## config.mk

```make
export PLATFORM = sky130hd
export DESIGN_NAME = lane_rr_sched
export DESIGN_NICKNAME = d
export VERILOG_FILES = /design/src/rtl/lane_rr_sched.sv
export SDC_FILE = /design/constraint.sdc
export NUM_CORES = 1
export LEC_CHECK = 0
export BUFFER_PORTS_ARGS = -buffer_cell sky130_fd_sc_hd__buf_2
export CAP_MARGIN = 20
export CELL_PAD_IN_SITES_DETAIL_PLACEMENT = 2
export CELL_PAD_IN_SITES_GLOBAL_PLACEMENT = 2
export CORE_MARGIN = 3
export CORE_UTILIZATION = 24
export DETAILED_ROUTE_END_ITERATION = 10
export HOLD_SLACK_MARGIN = 0.1
export PLACE_DENSITY = 0.78
export SYNTH_ARGS = -nofsm -noshare
export SYNTH_HDL_FRONTEND = slang
export SYNTH_SLANG_ARGS = --single-unit
```

## constraint.sdc

```tcl
create_clock -name clk -period 1.6 [get_ports clk]
set_input_delay 0.32 -clock clk [delete_from_list [all_inputs] [get_ports clk]]
set_output_delay 0.32 -clock clk [all_outputs]
set_load 0.05 [all_outputs]
```

## src/rtl/lane_rr_sched.sv

```systemverilog
// Round-robin packet scheduler: muxes NREQ requesters onto one registered output lane, 1-cycle latency.
// Backpressure: req_ready[grant] follows (!out_valid || out_ready); a grant is held for a whole packet or MAXB beats.
module lane_rr_sched #(
  parameter int NREQ = 4,
  parameter int MAXB = 8
) (
  input  logic                            clk,
  input  logic                            rst,
  input  logic [NREQ-1:0]                 req_valid,
  input  logic [NREQ-1:0]                 req_last,
  input  logic [NREQ-1:0][0:4][0:4]       req_data,
  output logic [NREQ-1:0]                 req_ready,
  output logic                            out_valid,
  input  logic                            out_ready,
  output logic [0:4][0:4]                 out_data,
  output logic [$clog2(NREQ)-1:0]         out_src,
  output logic                            out_last
);

  localparam int SW = $clog2(NREQ);
  localparam int CW = $clog2(MAXB + 1);

  typedef enum logic {IDLE, XFER} state_t;

  state_t          state;
  logic [SW-1:0]   grant;
  logic [SW-1:0]   last_grant;
  logic [SW-1:0]   next_grant;
  logic [SW-1:0]   cand;
  logic [CW-1:0]   beat_cnt;
  logic            accept;
  logic            release_now;

  // Walk downward so the requester closest after last_grant wins.
  always_comb begin
    next_grant = last_grant;
    cand       = last_grant;
    for (int i = NREQ; i >= 1; i--) begin
      cand = SW'((int'(last_grant) + i) % NREQ);
      if (req_valid[cand]) next_grant = cand;
    end
  end

  always_comb begin
    req_ready = '0;
    if (state == XFER) req_ready[grant] = !out_valid || out_ready;
  end

  assign accept      = (state == XFER) && req_valid[grant] && req_ready[grant];
  assign release_now = accept && (req_last[grant] || (beat_cnt == CW'(MAXB - 1)));

  always_ff @(posedge clk or posedge rst) begin
    if (rst) begin
      state      <= IDLE;
      grant      <= '0;
      last_grant <= SW'(NREQ - 1);
      beat_cnt   <= '0;
      out_valid  <= 1'b0;
      out_data   <= '0;
      out_src    <= '0;
      out_last   <= 1'b0;
    end else begin
      if (accept) begin
        out_valid <= 1'b1;
        out_data  <= req_data[grant];
        out_src   <= grant;
        out_last  <= release_now;
      end else if (out_ready) begin
        out_valid <= 1'b0;
      end

      case (state)
        IDLE: begin
          if (|req_valid) begin
            grant    <= next_grant;
            beat_cnt <= '0;
            state    <= XFER;
          end
        end
        XFER: begin
          // A missing beat just stalls here; only a last or MAXB-th beat releases.
          if (accept) begin
            beat_cnt <= beat_cnt + CW'(1);
            if (release_now) begin
              last_grant <= grant;
              state      <= IDLE;
            end
          end
        end
        default: state <= IDLE;
      endcase
    end
  end

endmodule

```

**Yosys cells after proc, flatten, opt, wreduce, memory -nomap -nowiden**

Index checks and enable logic that the tools add are counted.

- Multiplexer cells: 32
- $add $sub $neg: 5
- Bitwise operators: 2
- Reduce and logical (&&, ||, !) cells: 12
- $lt $le $gt $ge: 6
- Equal/unequal tests: 3

Operator list:

| cell | count |
|---|---|
| $bmux 25 s2 | 1 |
| $mux 25 | 1 |
| $lt 2x3->1 const B | 5 |
| $bmux 1 s2 | 7 |
| $mux 1 | 13 |
| $mux 4 | 3 |
| $mux 2 | 4 |
| $pmux 4 s2 | 1 |
| $add 2x1->2 const B | 2 |
| $add 2x2->2 const B | 2 |
| $add 4x1->4 const B | 1 |
| $and 4x4->4 | 1 |
| $eq 4x3->1 const B | 1 |
| $logic_and 1x1->1 | 4 |
| $reduce_and 2->1 | 2 |
| $reduce_or 4->1 | 1 |
| $reduce_and 3->1 | 1 |
| $demux 1 s2 | 1 |
| $ge 2x1->1 const B | 1 |
| $logic_or 1x1->1 | 2 |
| $ne 2x1->1 const B | 1 |
| $ne 2x2->1 const B | 1 |
| $pmux 1 s2 | 1 |
| $reduce_bool 2->1 | 1 |
| 2 further kinds | 2 |

- Register bits: 38

**Logic depth before layout (Yosys ltp)**

Gate-level depths: netlist of the first run.

- Word-level depth: 13
- Depth in mapped cells: 5
- Mapped depth without buffers: 4

**Worst setup path before layout of the first run**

Ideal clock, no wire load.

- Path kind: reg2out
- From: register out_valid
- To: output port req_ready[0]
- Path buffers: 0
- Setup slack: -718 ps
- Data required time: 1280 ps
- Data arrival time: 1998 ps
- Stages on the path, launching flop included: 4
- Cell sequence: dfrtp_1 -> nand2b_1 -> nand2_1 -> nor3_1

- Cells in the longest elaborated chain, start to end: 4

Ends and longest elaborated chain:

| what | RTL line | source |
|---|---|---|
| from (decl) | 13 | `output logic out_valid,` |
| from (signal assigned) | 58 | `out_valid <= 1'b0;` |
| from (signal assigned) | 64 | `out_valid <= 1'b1;` |
| from (signal assigned) | 69 | `out_valid <= 1'b0;` |
| $logic_not 1->1 | 46 | `if (state == XFER) req_ready[grant] = !out_valid \|\| out_ready;` |
| $logic_or 1x1->1 | 46 |  |
| $and 4x4->4 (no source line) | n/a |  |
| $mux 4 | 46 |  |
| to (decl) | 12 | `output logic [NREQ-1:0] req_ready,` |

No other way between the ends.

**Worst setup path after layout of the first run**

- From: register grant[0]
- To: register out_data[4] (netlist name)

- Cells in the longest elaborated chain, start to end: 9
- Elaborated cells on any way between the ends: 15
- Those cells by class: 2 x order compare; 9 x mux; 1 x bitwise; 3 x reduce/logical

Ends and longest elaborated chain:

| what | RTL line | source |
|---|---|---|
| from (decl) | 26 | `logic [SW-1:0] grant;` |
| from (signal assigned) | 75 | `grant <= next_grant;` |
| $lt 2x3->1 (not written as such) / $ge 2x1->1 (equally long branches) | 46 |  |
| $logic_and 1x1->1 (not written as such) | 46 |  |
| $mux 1 (not written as such) | 46 |  |
| $demux 1 s2 | 46 |  |
| $and 4x4->4 (no source line) | n/a |  |
| $mux 4 | 46 |  |
| $bmux 1 s2 | 49 | `assign accept = (state == XFER) && req_valid[grant] && req_ready[grant];` |
| $mux 1 (not written as such) | 49 |  |
| $logic_and 1x1->1 | 49 |  |
| to (signal assigned) | 65 | `out_data <= req_data[grant];` |
| to (decl) | 15 | `output logic [0:4][0:4] out_data,` |

Parallel ways exist; a longest one is shown, timed or not. The select of a mux whose other input is x is not followed.
A chain may end at the register's enable or synchronous reset.

==> metrics.log, run 1 <==
[metrics] cell area after synthesis: roughly 2400 um2
[metrics] part of the cycle the worst path needs: 110%
[metrics] vias in the first global route: roughly 2500
[metrics] count of maximum capacitance violations: 0
[metrics] failing checks: negative setup slack
[metrics] launching element type of the critical path: register
[metrics] ordered list of cells on the worst path: mux4_2, nand3_4, buf_12, mux2_4
[metrics] Core ar.: 9460 um2
[metrics] most frequent cells after synthesis: dfrtp_1, mux4_2, mux2_4
[metrics] sinks on the clock net: 38
[metrics] EDFF count, synth: 0
[metrics] clock-pin transition on the worst setup and hold timing paths: 80 ps
[metrics] achievable frequency: approximately 570 MHz
[metrics] critical path start-end classification: reg -> reg
[metrics] number of nets at the end of the flow: ~430
[metrics] share of final-layout standard cells stronger than drive strength 1: 77.7%
[metrics] worst-margin pin slew: about 520 ps
[metrics] number of distinct standard cells referenced by the synthesized netlist: 34
[metrics] Die ar.: between 10000 and 15000 um2
[metrics] leakage power figure: about 1.8 nW
[metrics] number of cell rows: 35
[metrics] worst setup skew after layout: ~9.3 ps
[metrics] area growth from synthesis to final layout: 55.5%
[metrics] number of iterations in the first detailed-routing pass: 4
[metrics] count of boundary I/O pins: about 140
[metrics] Slew headroom: about two thirds
[metrics] die boundary height: around 110 um
[metrics] clk_lat worst skew: approximately 290 ps
[metrics] routed length per placed instance: approximately 19 um
[metrics] Antenna Cells: 0
[metrics] master cell of the clock root buffer: clkbuf_8
[metrics] share of flip-flops with an asynchronous set or reset after synthesis: between 90% and 100%
[metrics] initial antenna violation count: 0
[metrics] pwr/cell area: about 2300 nW/um2
[metrics] worst min-delay path class: in -> async
[metrics] post-place setup slack: -141 ps
[metrics] Die Width: around 110 um
[metrics] Vias/cell: ~4.6
[metrics] final number of max-transition violations: 0
[metrics] DRT Wirelength: roughly 8500 um
[metrics] CTS HTree Levels: 2
[metrics] dominant cells by area after synthesis: dfrtp_1, mux4_2, mux2_4
[metrics] TritonCTS clock tree: done
[metrics] top cell type's share of synthesized area: between 30% and 40%
[metrics] endpoint type of the worst setup path: register
[metrics] total grt overflow: 0
[metrics] maximum VDD drop: slightly below 0.8 mV
[metrics] Hold Worst Slack: between 150 and 200 ps
[metrics] min Tclk post-route: approximately 1800 ps
[metrics] count leader, synth: dfrtp_1
[metrics] Mean Syn Cell Area: 15.4 um2
[metrics] wire length of the first global-routing pass: between 10000 and 15000 um
[metrics] worst-path fanout max: 11
[metrics] post-route standard cell area excluding fillers: ~3700 um2
[metrics] pin count of the biggest net entering global routing: 39
[metrics] Gate Count Post-Synth: ~160
[metrics] Hold-fix buffers, CTS: 0
[metrics] critical path data required time: approximately 1800 ps
[metrics] total power after layout: 8.59 mW
[metrics] number of buffers inserted during clock tree synthesis: 5
[metrics] Synth Warn #: 0
[metrics] total of flip-flops plus latches after synthesis: 38
[metrics] via total after detailed routing: between 2000 and 2500
[metrics] Starting Density: about a quarter
[metrics] PnR worst setup slack: -161 ps
[metrics] final count of hold timing violations: 0
[metrics] HPWL reported at the end of detailed placement: 6940 um
[metrics] total setup violations reported at the end of the flow: 38
[metrics] remaining design rule violation count: 0
[metrics] Max stage delay on crit path: 590 ps
[metrics] Max Buffers Root-to-Sink: 2
[metrics] number of nets produced by synthesis: between 200 and 300
[metrics] number of antenna-violating nets in the routed design: 0
[metrics] final RePlAce weighted congestion: approximately 0.74
[metrics] worst-path cell with the longest stage delay: mux4_2
[metrics] CP arrival: slightly below 2000 ps
[metrics] Overall Global Routing Usage: 15.5%
[metrics] most used flip-flop cell after synthesis: dfrtp_1
[metrics] fraction of the yosys area taken by sequential cells: about two fifths
[metrics] number of DRC violations after detailed-routing iteration 0: 79
[metrics] status: finished with violations
[metrics] setup repair after global routing missed its margin: yes
[metrics] cell type with the largest total area after synthesis: dfrtp_1
[metrics] Port-buffer cells: ~140
[metrics] post-detailed-placement cell area: approximately 3400 um2
-- critical path: cells and delay by family (launching register included) --
| family | cells | cell delay, ps |
|---|---|---|
| simple gates | 1 | 140 |
| mux | 2 | 890 |
| flops | 1 | 450 |
| buf+inv | 1 | 160 |
-- where the power goes --
group	switching (mW)	internal [mW]	leakage, nW
clock network	0.363	0.666	0.0714
registers	0.333	1.48	0.442
logic	3.12	2.63	1.33
total	3.82	4.78	1.85
-- per-layer routing --
metal | vias up | share of wire [%] | track usage [%]
met4 | 0 | 1.3 | 4.26
met5 | - | 0 | 0
li1 | 943 | - | -
met3 | 6 | 7.4 | 4.31
met1 | 1048 | 35 | 15.8
met2 | 95 | 57 | 30.7
-- worst paths after layout --
check | startpoint | to | slack (ps) | depth (start not counted)
worst max-delay path | grant[0] | out_data[4] | -160 | 4
worst min-delay path | rst | out_data[4] | 150 | 3
worst max register to register | grant[0] | out_data[4] | -160 | 4
worst min register to register | out_last | out_last | 480 | 1
max in group asynchronous | rst | grant[1] | 1060 | 3
min in group clk | req_data[24] | out_data[24] | 470 | 3
-- layout make-up --
cell class / instances / area [um2]
fill: 1027 / 5730
multi-input combinational: 102 / 1410
timing repair buffer: 170 / 1040
sequential: 38 / 957
tap: 129 / 161
clock buffer: 6 / 82.6
clock inverter: 2 / 60.1
inverter: 5 / 22.5
-- registers in the layout (all words and copies together) (netlist names) --
signal      flops
out_data       25
beat_cnt        4
grant           2
last_grant      2
out_src         2
out_last        1
out_valid       1
state           1
-- per-stage QoR --
step	instances	util [%]	setup TNS, ps
3_5_place_dp	436	36.0	-3270
3_3_place_gp	436	36.0	-2400
5_1_grt	452	39.4	-6570
4_1_cts	450	39.0	-4330
2_1_floorplan	156	-	-2860
6_report	452	39.4	-4510
-- cell usage in the layout, fill, tap and decap left out, drive strengths merged, types with 3 or more instances in the layout --
cell type  Yosys  routed
buf            7     170
clkbuf         4       6
dfrtp         36      36
inv            5       4
mux2          28      28
mux2i          5       5
mux4          27      27
nand2          3       3
nand2b         3       3
nor2           5       5
nor3           3       3
o21ai          7       7
-- kinds of logic (layout without fill, tap and decap cells) --
group / count (synthesis) / after routing / synth area share, %
mux: 60 / 60 / 44.5
flops: 38 / 38 / 39.7
simple gates: 24 / 24 / 5.79
compound gates: 17 / 17 / 4.64
buf+inv: 16 / 183 / 4.80
fa+ha+maj: 1 / 1 / 0.522
-- what timing repair did --
item | CTS | global route
setup endpoints to repair | 35 | 40
resized for setup | 24 | 5
buffers inserted | 6 | 2
pin swaps | 2 | 2
(Power assumes the default switching activity.)
==> run 2, diff against run 1 <==
CORE_UTILIZATION = 27   (was 24)
PLACE_DENSITY = 0.83   (was 0.78)
RECOVER_POWER = 100   (was default)
clock period = 1.86 ns   (was 1.6 ns; I/O delays follow)
==> run 2 against run 1 <==
  * The run now ends clean
  * Sequential power shrank 14%
  * Sequential cell count is the same
  * Clock power fell by 46%
  * Non-clock buffer count down 6
  * Register-to-register slack gained 250 ps
  * Clock skew down 3.0 ps
  * Fmax shrank 0.63%
  * Critical path type unchanged
  * Critical endpoint is now last_grant[0]
==> metrics.log, run 2 (synthesis results as in run 1) <==
[metrics] status: finished clean
[metrics] count of maximum capacitance violations: 0
[metrics] worst setup skew after layout: around 6.3 ps
[metrics] number of cell rows: 33
[metrics] min Tclk post-route: 1770 ps
[metrics] launching element type of the critical path: register
[metrics] most common library cell in the layout ignoring fill and taps: buf_2
[metrics] leakage power figure: approximately 1.8 nW
[metrics] Cell Count, Final, Fillers Out: around 420
[metrics] sinks on the clock net: 38
[metrics] Global Route met3 Usage: approximately 3.4%
[metrics] number of DRC violations after detailed-routing iteration 0: 30
[metrics] pin count of the biggest net entering global routing: 25
[metrics] register bank with the most flops: out_data
[metrics] initial antenna violation count: 1
[metrics] relative contribution of the clock network to total power: between 8 and 9%
[metrics] Slew headroom: 60.6%
[metrics] max reg flops: 25
[metrics] number of iterations in the first detailed-routing pass: 4
[metrics] total placed cells including tap cells: slightly above 400
[metrics] worst min-delay path class: in -> reg
[metrics] routing usage on met1: between 10% and 20%
[metrics] remaining design rule violation count: 0
[metrics] number of antenna-violating nets in the routed design: 0
[metrics] die boundary height: between 100 and 150 um
[metrics] count of boundary I/O pins: roughly 140
[metrics] clk_lat worst skew: about 290 ps
[metrics] critical path start-end classification: reg -> reg
[metrics] wire length of the first global-routing pass: between 10000 and 15000 um
[metrics] Core ar.: 8420 um2
[metrics] Max Buffers Root-to-Sink: 2
[metrics] critical path data required time: just over 2000 ps
[metrics] Port-buffer cells: roughly 140
[metrics] final number of max-transition violations: 0
[metrics] largest registers in the final layout: out_data x25, beat_cnt x4
[metrics] Comb pwr share: just under 70%
[metrics] routed length per placed instance: 20.5 um
[metrics] setup tns final: 0 ps
[metrics] number of nets at the end of the flow: roughly 430
[metrics] Antenna Cells: 0
[metrics] endpoint type of the worst setup path: register
[metrics] switching power: approximately 3.2 mW
[metrics] internal power contribution: between 3 and 4 mW
[metrics] flop2flop setup slack: slightly below 90 ps
[metrics] worst-path fanout max: 4
[metrics] Starting Density: between 20% and 30%
[metrics] Hold Worst Slack: between 400 and 500 ps
[metrics] total setup violations reported at the end of the flow: 0
[metrics] achievable frequency: around 560 MHz
[metrics] via total after detailed routing: approximately 2100
[metrics] DRT Wirelength: 8630 um
[metrics] worst-margin pin slew: 588 ps
[metrics] Vias/cell: 4.99
[metrics] share of final-layout standard cells stronger than drive strength 1: around three quarters
[metrics] CP arrival: ~2000 ps
[metrics] Overall Global Routing Usage: 16.8%
[metrics] met2 GRT Util: around a third
[metrics] part of the cycle the worst path needs: a little over nine tenths
[metrics] final RePlAce weighted congestion: around 0.78
[metrics] TritonCTS clock tree: done
[metrics] clock-pin transition on the worst setup and hold timing paths: around 70 ps
[metrics] master cell of the clock root buffer: clkbuf_8
[metrics] Die Width: about 100 um
[metrics] CTS HTree Levels: 2
[metrics] total grt overflow: 0
[metrics] final count of hold timing violations: 0
[metrics] post-detailed-placement cell area: about 3400 um2
[metrics] maximum VDD drop: 0.619 mV
[metrics] Die ar.: 10100 um2
[metrics] pwr/cell area: 1930 nW/um2
[metrics] vias in the first global route: approximately 2400
[metrics] area growth from synthesis to final layout: 45.0%
[metrics] most heavily used metal layer in global routing: met2
[metrics] proportion of power drawn by flip-flops and latches: a little under a quarter
[metrics] HPWL reported at the end of detailed placement: ~7000 um
[metrics] sw frac: between 40% and 50%
[metrics] leading cell types in the layout, fill and taps excluded: buf_2, dfrtp_1, mux4_2
[metrics] post-route standard cell area excluding fillers: roughly 3500 um2
[metrics] number of buffers inserted during clock tree synthesis: 5
run 2: metrics by stage:
stage | power, mW | worst slack, ps | utilization, %
6_report | 6.71 | 88.0 | 41.3
3_3_place_gp | 5.97 | 95.4 | 39.8
2_1_floorplan | 4.98 | -177 | -
5_1_grt | 7.08 | -4.44 | 41.3
4_1_cts | 6.75 | 1.94 | 41.0
3_5_place_dp | 6.13 | 68.6 | 39.8
run 2: path summary, 6_finish.rpt:
check,from,to,depth (start not counted)
max,grant[0],last_grant[0],4
min,req_valid[0],grant[0],4
max reg2reg,grant[0],last_grant[0],4
min reg2reg,beat_cnt[3],beat_cnt[3],1
max in group asynchronous,rst,last_grant[1],4
min in group asynchronous,rst,out_data[5],3
run 2: area by class of cell:
cell class | count | area (um2)
Clock inverter | 2 | 10.0
Multi-Input combinational cell | 102 | 1350
Fill cell | 909 | 4940
Tap cell | 105 | 131
Sequential cell | 38 | 956
Timing Repair Buffer | 164 | 946
Clock buffer | 5 | 68.8
Inverter | 5 | 18.8
run 2: power groups by stage:
stage                     Clock (mW)  Sequential (mW)  Combinational (mW)
after floorplan                    0             2.64                2.35
after global placement             0             1.56                4.41
after detailed placement           0             1.58                4.56
after CTS                      0.578             1.58                4.60
after global routing           0.611             1.63                4.83
final                          0.552             1.57                4.59
run 2: critical path, cell delays in order, from the launching register on:
cell      delay (ps)
dfrtp_2          430
buf_4            140
mux4_2           490
o2111a_1         310
mux2_4           320
run 2: timing repair:
| action | in CTS | in global routing |
|---|---|---|
| buffers inserted | 0 | 1 |
| resized for setup | 4 | 5 |
| endpoints found under the hold margin | 14 | 0 |
| setup endpoints to repair | 2 | 4 |
| hold buffers | 1 | 0 |
run 2: per-layer routing:
metal	vias up	routed length, um
met5	-	13
met4	2	261
met3	19	518
met2	94	4710
met1	1058	3120
li1	929	-
==> run 3, diff against run 2 <==
CORE_ASPECT_RATIO = 0.6   (was default)
clock period = 1.9 ns   (was 1.86 ns; I/O delays follow)
==> run 3 against run 2 <==
  * Die area is 0.37% higher
  * Via count is 4.0% lower
  * Design area shrank 4.4%
  * Cell count down 0.95%
  * Critical path depth is the same
  * First-iteration DRC count increased by 120%
  * Global-route usage rose by 0.31 points
  * Setup slack got worse by 22 ps
  * Register-to-register slack barely moved
  * Sequential cell count stayed put
  * Utilization shrank 1.0 points
  * Non-clock buffer count decreased by 8
  * Highest routed layer is now met4
==> metrics.log, run 3 (synthesis results as in run 1) <==
[metrics] status: finished clean
[metrics] routed length per placed instance: between 20 and 25 um
[metrics] via total after detailed routing: about 2000
[metrics] part of the cycle the worst path needs: 96.5%
[metrics] number of buffers inserted during clock tree synthesis: 5
[metrics] total setup violations reported at the end of the flow: 0
[metrics] pin count of the biggest net entering global routing: 25
[metrics] final number of max-transition violations: 0
[metrics] Starting Density: about 29%
[metrics] worst min-delay path class: in -> async
[metrics] remaining design rule violation count: 0
[metrics] leading cell types in the layout, fill and taps excluded: buf_2, dfrtp_1, clkbuf_1
[metrics] sinks on the clock net: 38
[metrics] most common library cell in the layout ignoring fill and taps: buf_2
[metrics] area growth from synthesis to final layout: 38.7%
[metrics] worst setup skew after layout: 4.29 ps
[metrics] CTS HTree Levels: 2
[metrics] launching element type of the critical path: register
[metrics] max reg flops: 25
[metrics] final RePlAce weighted congestion: 0.815
[metrics] maximum VDD drop: 0.593 mV
[metrics] leakage power figure: between 1.5 and 2 nW
[metrics] Hold Worst Slack: about 120 ps
[metrics] critical path data required time: approximately 1500 ps
[metrics] Slew headroom: 31.4%
[metrics] die boundary height: ~79 um
[metrics] count of maximum capacitance violations: 0
[metrics] min Tclk post-route: 1830 ps
[metrics] Antenna Cells: 0
[metrics] CP arrival: ~1500 ps
[metrics] worst-margin pin slew: 1030 ps
[metrics] HPWL reported at the end of detailed placement: 6750 um
[metrics] pwr/cell area: between 1500 and 2000 nW/um2
[metrics] share of final-layout standard cells stronger than drive strength 1: about 55%
[metrics] number of iterations in the first detailed-routing pass: 4
[metrics] clk_lat worst skew: 280 ps
[metrics] number of DRC violations after detailed-routing iteration 0: between 60 and 70
[metrics] worst-path fanout max: 7
[metrics] total grt overflow: 0
[metrics] Die Width: ~130 um
[metrics] endpoint type of the worst setup path: primary output
[metrics] wire length of the first global-routing pass: approximately 13000 um
[metrics] TritonCTS clock tree: done
[metrics] Overall Global Routing Usage: between 10% and 20%
[metrics] achievable frequency: between 500 and 600 MHz
[metrics] master cell of the clock root buffer: clkbuf_16
[metrics] Hold-fix buffers, CTS: 0
[metrics] number of nets at the end of the flow: 420
[metrics] vias in the first global route: approximately 2500
[metrics] critical path start-end classification: reg -> out
[metrics] largest registers in the final layout: out_data x25, beat_cnt x4
[metrics] clock-pin transition on the worst setup and hold timing paths: about 60 ps
[metrics] Core ar.: 8260 um2
[metrics] PnR worst setup slack: 65.9 ps
[metrics] count of boundary I/O pins: roughly 140
[metrics] Die ar.: roughly 10000 um2
[metrics] number of cell rows: 25
[metrics] Max Buffers Root-to-Sink: 2
[metrics] post-place setup slack: slightly below 40 ps
[metrics] final count of hold timing violations: 0
[metrics] number of antenna-violating nets in the routed design: 0
[metrics] Vias/cell: ~4.8
[metrics] initial antenna violation count: 0
[metrics] setup tns final: 0 ps
[metrics] Post-Route Utilization: between 40 and 50%
[metrics] Port-buffer cells: roughly 140
[metrics] DRT Wirelength: between 8000 and 9000 um
[metrics] register bank with the most flops: out_data
## run 3: cell count changes in the layout (fill, tap and decap cells not counted), sizes merged
| cell | change |
|---|---|
| dlymetal6s4s | +1 |
| buf | -42 |
| clkinv | -1 |
| clkbuf | +36 |
| dlygate4sd3 | -1 |
## run 3: final cells by class
type / instances / area (um2)
fill: 903 / 4930
tap: 108 / 135
clock inverter: 1 / 5.00
multi-input combinational: 102 / 1250
sequential: 38 / 955
clock buffer: 7 / 143
inverter: 5 / 18.8
timing repair buffer: 156 / 821
## run 3: routing by layer
layer / vias up / GRT usage (%) / routed length (um)
met5: - / 0 / 0
li1: 912 / - / -
met3: 7 / 5.98 / 750
met1: 1000 / 19.9 / 3240
met2: 98 / 31.1 / 4280
met4: 0 / 2.97 / 78
## run 3: per-stage QoR
step	instance area, um2	std cells	power, mW
after CTS	3450	416	6.85
after global placement	3300	408	5.79
after floorplan	2410	156	4.88
after global routing	3330	417	6.67
final	3330	417	6.26
after detailed placement	3300	408	5.94
## run 3: repair_timing
action | CTS | global route
endpoints found under the setup margin | 1 | 17
setup buffers | 0 | 1
resized for setup | 1 | 2
hold endpoints to repair | 0 | 0
## run 3: path summary, 6_finish.rpt
path | startpoint | to | slack (ps) | cells after the start
setup / recovery | grant[1] | req_ready[3] | 70 | 4
min in group clk | out_ready | out_valid | 470 | 3
setup reg to reg | grant[0] | out_data[9] | 90 | 4
hold reg to reg | beat_cnt[3] | beat_cnt[3] | 490 | 1
max in group asynchronous | rst | out_data[23] | 360 | 3
hold / removal | rst | out_data[21] | 120 | 2
## run 3: critical path, stage by stage, from the launching register on
cell	delay, ps
dfrtp_1	410
buf_4	210
nand3_1	170
nor2_1	170
buf_4	220
## run 3: report_power, final
part           internal, mW  switching (mW)
clock network         0.520           0.318
registers              1.25           0.292
logic                  1.44            2.44
total                  3.20            3.05
